`src/rtl/mul_pkg.sv`:
```
// Shared types and elaboration helpers for the iterative multiplier.
package mul_pkg;

   typedef enum logic [1:0] {
      IDLE = 2'd0,
      CALC = 2'd1,
      DONE = 2'd2
   } state_t;

   function automatic int calc_iters(input int width, input int radix);
      return width / radix;
   endfunction

   // A legal configuration consumes the operand in whole slices of 1, 2 or 4 bits.
   function automatic bit radix_legal(input int width, input int radix);
      return ((radix == 1) || (radix == 2) || (radix == 4)) &&
             (width > radix) && ((width % radix) == 0);
   endfunction

endpackage

```
`src/rtl/mul_radix_step.sv`:
```
// One CALC step: adds the shifted partial product of a multiplier slice into the accumulator.
module mul_radix_step #(
   parameter int DATA_WIDTH = 32,
   parameter int RADIX_BITS = 2,
   parameter int CW         = 4
) (
   input  logic [2*DATA_WIDTH-1:0] acc,
   input  logic [DATA_WIDTH-1:0]   mcand_mag,
   input  logic [RADIX_BITS-1:0]   slice,
   input  logic [CW-1:0]           count,
   output logic [2*DATA_WIDTH-1:0] acc_next
);

   logic [DATA_WIDTH+RADIX_BITS-1:0] partial;
   logic [2*DATA_WIDTH-1:0]          partial_ext;

   always_comb begin
      partial     = {{RADIX_BITS{1'b0}}, mcand_mag} * {{DATA_WIDTH{1'b0}}, slice};
      partial_ext = {{(DATA_WIDTH-RADIX_BITS){1'b0}}, partial};
      acc_next    = acc + (partial_ext << (int'(count) * RADIX_BITS));
   end

endmodule

```
`src/rtl/seq_multiplier.sv`:
```
// Iterative signed/unsigned multiplier retiring RADIX_BITS multiplier bits per cycle,
// with valid/ready on both sides and a synchronous flush.
//   state | meaning
//   IDLE  | waiting for operands, in_ready high
//   CALC  | ITERS accumulate cycles, inputs ignored
//   DONE  | product held with out_valid until consumed
module seq_multiplier
   import mul_pkg::*;
#(
   parameter int DATA_WIDTH = 32,
   parameter int RADIX_BITS = 2
) (
   input  logic                    clock,
   input  logic                    reset_n,
   input  logic                    flush,
   input  logic                    in_valid,
   output logic                    in_ready,
   input  logic                    is_signed,
   input  logic [DATA_WIDTH-1:0]   multiplicand,
   input  logic [DATA_WIDTH-1:0]   multiplier,
   output logic                    out_valid,
   input  logic                    out_ready,
   output logic [2*DATA_WIDTH-1:0] product,
   output logic                    busy
);

   localparam int ITERS = calc_iters(DATA_WIDTH, RADIX_BITS);
   localparam int CW    = (ITERS > 1) ? $clog2(ITERS) : 1;
   localparam logic [CW-1:0] LAST = CW'(ITERS - 1);

   if (!radix_legal(DATA_WIDTH, RADIX_BITS)) begin : g_bad_cfg
      $error("seq_multiplier: DATA_WIDTH must be a multiple of RADIX_BITS (1, 2 or 4)");
   end

   state_t                  state;
   logic [DATA_WIDTH-1:0]   mcand_mag;
   logic [DATA_WIDTH-1:0]   mplier_mag;
   logic [DATA_WIDTH-1:0]   a_mag;
   logic [DATA_WIDTH-1:0]   b_mag;
   logic                    neg;
   logic [CW-1:0]           count;
   logic [2*DATA_WIDTH-1:0] acc;
   logic [2*DATA_WIDTH-1:0] acc_next;
   logic [2*DATA_WIDTH-1:0] result;
   logic                    accept;

   assign a_mag    = (is_signed && multiplicand[DATA_WIDTH-1]) ? -multiplicand : multiplicand;
   assign b_mag    = (is_signed && multiplier[DATA_WIDTH-1])   ? -multiplier   : multiplier;
   assign in_ready = !flush && ((state == IDLE) || ((state == DONE) && out_ready));
   assign accept   = in_valid && in_ready;
   assign busy     = (state != IDLE);
   assign result   = neg ? -acc_next : acc_next;

   // Multiplier magnitude is shifted right each cycle so the live slice is always the LSBs.
   mul_radix_step #(
      .DATA_WIDTH (DATA_WIDTH),
      .RADIX_BITS (RADIX_BITS),
      .CW         (CW)
   ) u_step (
      .acc       (acc),
      .mcand_mag (mcand_mag),
      .slice     (mplier_mag[RADIX_BITS-1:0]),
      .count     (count),
      .acc_next  (acc_next)
   );

   always_ff @(posedge clock or negedge reset_n) begin
      if (!reset_n) begin
         state      <= IDLE;
         mcand_mag  <= '0;
         mplier_mag <= '0;
         neg        <= 1'b0;
         count      <= '0;
         acc        <= '0;
         product    <= '0;
         out_valid  <= 1'b0;
      end else if (flush) begin
         state     <= IDLE;
         out_valid <= 1'b0;
      end else begin
         case (state)
            IDLE, DONE: begin
               if ((state == DONE) && out_ready) begin
                  out_valid <= 1'b0;
                  state     <= IDLE;
               end
               // Back-to-back: a DONE handshake and a new accept can share one edge.
               if (accept) begin
                  mcand_mag  <= a_mag;
                  mplier_mag <= b_mag;
                  neg        <= is_signed && (multiplicand[DATA_WIDTH-1] ^ multiplier[DATA_WIDTH-1]);
                  count      <= '0;
                  acc        <= '0;
                  state      <= CALC;
               end
            end
            CALC: begin
               acc        <= acc_next;
               mplier_mag <= mplier_mag >> RADIX_BITS;
               count      <= count + CW'(1);
               if (count == LAST) begin
                  product   <= result;
                  out_valid <= 1'b1;
                  state     <= DONE;
               end
            end
            default: state <= IDLE;
         endcase
      end
   end

endmodule

```
`config.mk`:
```
export PLATFORM = sky130hd
export DESIGN_NAME = seq_multiplier
export DESIGN_NICKNAME = d
export VERILOG_FILES = /design/src/rtl/mul_pkg.sv /design/src/rtl/mul_radix_step.sv /design/src/rtl/seq_multiplier.sv
export SDC_FILE = /design/constraint.sdc
export NUM_CORES = 1
export LEC_CHECK = 0
export ABC_AREA = 1
export BUFFER_PORTS_ARGS = -buffer_cell sky130_fd_sc_hd__buf_2
export CAP_MARGIN = 20
export CORE_UTILIZATION = 68
export DETAILED_ROUTE_END_ITERATION = 6
export PLACE_DENSITY_LB_ADDON = 0.3
export SYNTH_ARGS = -nofsm -noshare
export SYNTH_HDL_FRONTEND = slang
export SYNTH_HIERARCHICAL = 1
export SYNTH_SLANG_ARGS = --single-unit
export TNS_END_PERCENT = 1
```
`constraint.sdc`:
```
create_clock -name clock -period 11.51 [get_ports clock]
set_input_delay 0.5755 -clock clock [delete_from_list [all_inputs] [get_ports clock]]
set_output_delay 0.5755 -clock clock [all_outputs]
set_load 0.01 [all_outputs]
```
==> flow_summary.json <==
{
  "r2r_start": "mplier_mag[1]",
  "p_sw_w": 0.00280,
  "die_y_um": 177,
  "pwr-share-seq_pct": 19.0,
  "cp_common_cell": "nor2_1",
  "place_inst": 3961,
  "drive_gt1_share_pct": 8.65,
  "initial_core_util_pct": 69.8,
  "placeableCoreArea_um2": 30000,
  "hold_viol_final": 0,
  "clk_pin_slew_ns": 0.08,
  "rsz0062_at_grt": "false",
  "avgSynthCellArea_um2": 5.93,
  "p_leak_nw": 12.3,
  "grt_max_degree": 107,
  "ctsHoldBuffers": 0,
  "synthToLayoutAreaGrowth_pct": 6.83,
  "crit_path_max_fanout": 33,
  "ys_async_sr_fraction_pct": 100,
  "synth_top_area_share_pct": 23.9,
  "cp_data_required_time_ns": 11.93,
  "tightest_slew_ns": 1.03,
  "post-cts-setup-buffer-count": 0,
  "status": "finished, violations left",
  "postRouteAntennaNets": 0,
  "finalCriticalPeriod_ns": 6.92,
  "clock_path_buffers": 2,
  "hold_class": "in2async",
  "p_int_w": 0.00208,
  "dr_total_vias": 24168,
  "grt_overflow": 0,
  "worstSkewPairLatency_ns": 0.48,
  "synth_edf_count": 0,
  "period_share_pct": 60.1,
  "hpwl_um": 53700,
  "synth_most_common_cell": "nand2_1",
  "fill_cells": 2546,
  "switching_share_pct": 57.4,
  "worst_setup_path_end_kind": "register",
  "critPathLaunchType": "register",
  "yosys-top-cells-area": "dfrtp_1 24%, nand2_1 20%, nand3_1 10%, inv_1 8.0%, nor2_1 6.7%",
  "io_buffers": 136,
  "cts_sinks": 200,
  "cpMaxStageDelayCell": "dfrtp_1",
  "post-synth-top-area-cell": "dfrtp_1",
  "drc": 8,
  "antenna_found_initial": 1,
  "setup_ws_ns": 4.59,
  "cp.arrival_ns": 7.34,
  "yosysSeqAreaShare_pct": 23.9,
  "dr.pass1.iters": 7,
  "dp_worst_setup_slack_ns": 4.93,
  "io-pin-count": 137,
  "routed_wl_um": 68700,
  "vias_per_cell": 6.05,
  "clock_skew_ns": 0.0232,
  "grt_use_total_pct": 44.3,
  "cts_resized": 0,
  "ir_worst_vdd_v": 0.000222,
  "drt_iter0_drc": 3416,
  "fin_nets": 3762,
  "finalSetupViolCount": 0,
  "die_area_um2": 31500,
  "die_w_um": 177,
  "synth_warnings": 6,
  "power_density_nw_per_um2": 218,
  "instances_no_fill": 3995,
  "power_w": 0.00488,
  "max_stage_delay_ns": 1.01,
  "rows": 63,
  "root_buffer": "clkbuf_16",
  "final_util_pct": 74.6,
  "pwr-share-comb_pct": 68.4,
  "tritoncts": "yes",
  "synth-seq-cells": 200,
  "synth.distinct_cells": 55,
  "synthesis.nets": 3695,
  "n_antenna_cell": 0,
  "setup_tns_ns": 0,
  "worstSetupPathType": "reg2reg",
  "synth_commonest_cells": "1131 x nand2_1, 444 x inv_1, 416 x nand3_1",
  "fmax_mhz": 144,
  "syn_inst": 3525,
  "grt_pass1_wl_um": 110000,
  "syn_area_um2": 20900,
  "critPathLaunch": "mplier_mag[1]",
  "drv_cap": 0,
  "htree_levels": 4,
  "wl_per_cell_um": 17.2,
  "violations": "DRC",
  "slew_headroom_pct": 30.8,
  "gp_congestion": 1.11,
  "cts_buffers": 17,
  "synth-main-ff-cell": "dfrtp_1",
  "grt_pass1_vias": 22339,
  "drv_slew": 0,
  "clockPowerShare_pct": 12.6
}
layout make-up:
type / count / area, µm² / share of cell area (%)
clock buffer: 19 / 443 / 1.98
timing repair buffer: 151 / 835 / 3.73
tap: 390 / 488 / 2.18
sequential: 200 / 5010 / 22.4
clock inverter: 13 / 138 / 0.616
inverter: 464 / 1740 / 7.80
multi-input combinational: 2758 / 13700 / 61.3
power groups by stage:
stage	Sequential (W)	Clock, W	Combinational, W
3_3_place_gp	0.000928	0	0.00312
6_report	0.000926	0.000617	0.00334
4_1_cts	0.000923	0.000614	0.00320
5_1_grt	0.000937	0.000638	0.00364
2_1_floorplan	0.000888	0	0.00236
3_5_place_dp	0.000935	0	0.00317
registers in the layout, indices dropped and copies added (netlist names):
name / flops
mcand_mag: 32
product: 64
neg: 1
out_valid: 1
count: 4
state: 2
acc: 64
mplier_mag: 32
kinds of logic (layout without fill, tap and decap cells):
kind of cell / count (synthesis) / after routing / synth area share [%]
simple gates: 2095 / 2095 / 42.8
buf+inv: 567 / 647 / 10.6
compound gates: 454 / 454 / 12.0
flops: 200 / 200 / 23.9
xor+xnor: 107 / 107 / 4.48
fa+ha+maj: 100 / 100 / 6.05
mux: 2 / 2 / 0.0957
layer usage:
layer / global-route usage (%) / wire length, µm
met4: 21.3 / 3080
met2: 69.3 / 30100
met3: 11.0 / 8390
met5: 0 / 13
met1: 57.2 / 27100
final timing paths:
check	endpoint	slack [ns]	cells past startpoint
min reg2reg	product[39]	0.48	2
min	mcand_mag[26]	0.1	1
max in group asynchronous	neg	9.90	2
min in group clock	mcand_mag[28]	0.36	4
max reg2reg	product[29]	4.59	30
max	product[29]	4.59	30
worst max-delay path, delay by kind of cell (launching register included):
| family | cells | cell delay [ns] |
|---|---|---|
| and+or+nand+nor | 15 | 2.41 |
| adders and majority gates | 3 | 0.85 |
| AOI/OAI and AO/OA | 6 | 1.82 |
| buffers and inverters | 4 | 0.34 |
| xor gates and xnor gates | 2 | 0.43 |
| DFF | 1 | 1.01 |
cell usage in the layout (no fill, tap or decap), types with 13 or more instances in the layout:
cell type	count
a21oi_1	134
a31oi_1	13
buf_2	135
buf_4	13
clkbuf_16	17
dfrtp_1	199
ha_1	98
inv_1	444
inv_2	13
nand2_1	1131
nand2_2	41
nand3_1	416
nand3_2	22
nand4_1	35
nor2_1	374
nor2_2	14
nor3_1	23
o21ai_0	207
o21ai_1	25
xnor2_1	33
xor2_1	74
through the flow:
step / instance area, µm² / hold slack [ns]
3_5_place_dp: 21700 / 0.461
6_report: 22300 / 0.0987
5_1_grt: 22300 / 0.160
4_1_cts: 22300 / 0.124
3_3_place_gp: 21700 / 0.459
2_1_floorplan: 20900 / 0.280
No activity file was read; power rests on OpenSTA's default activity.
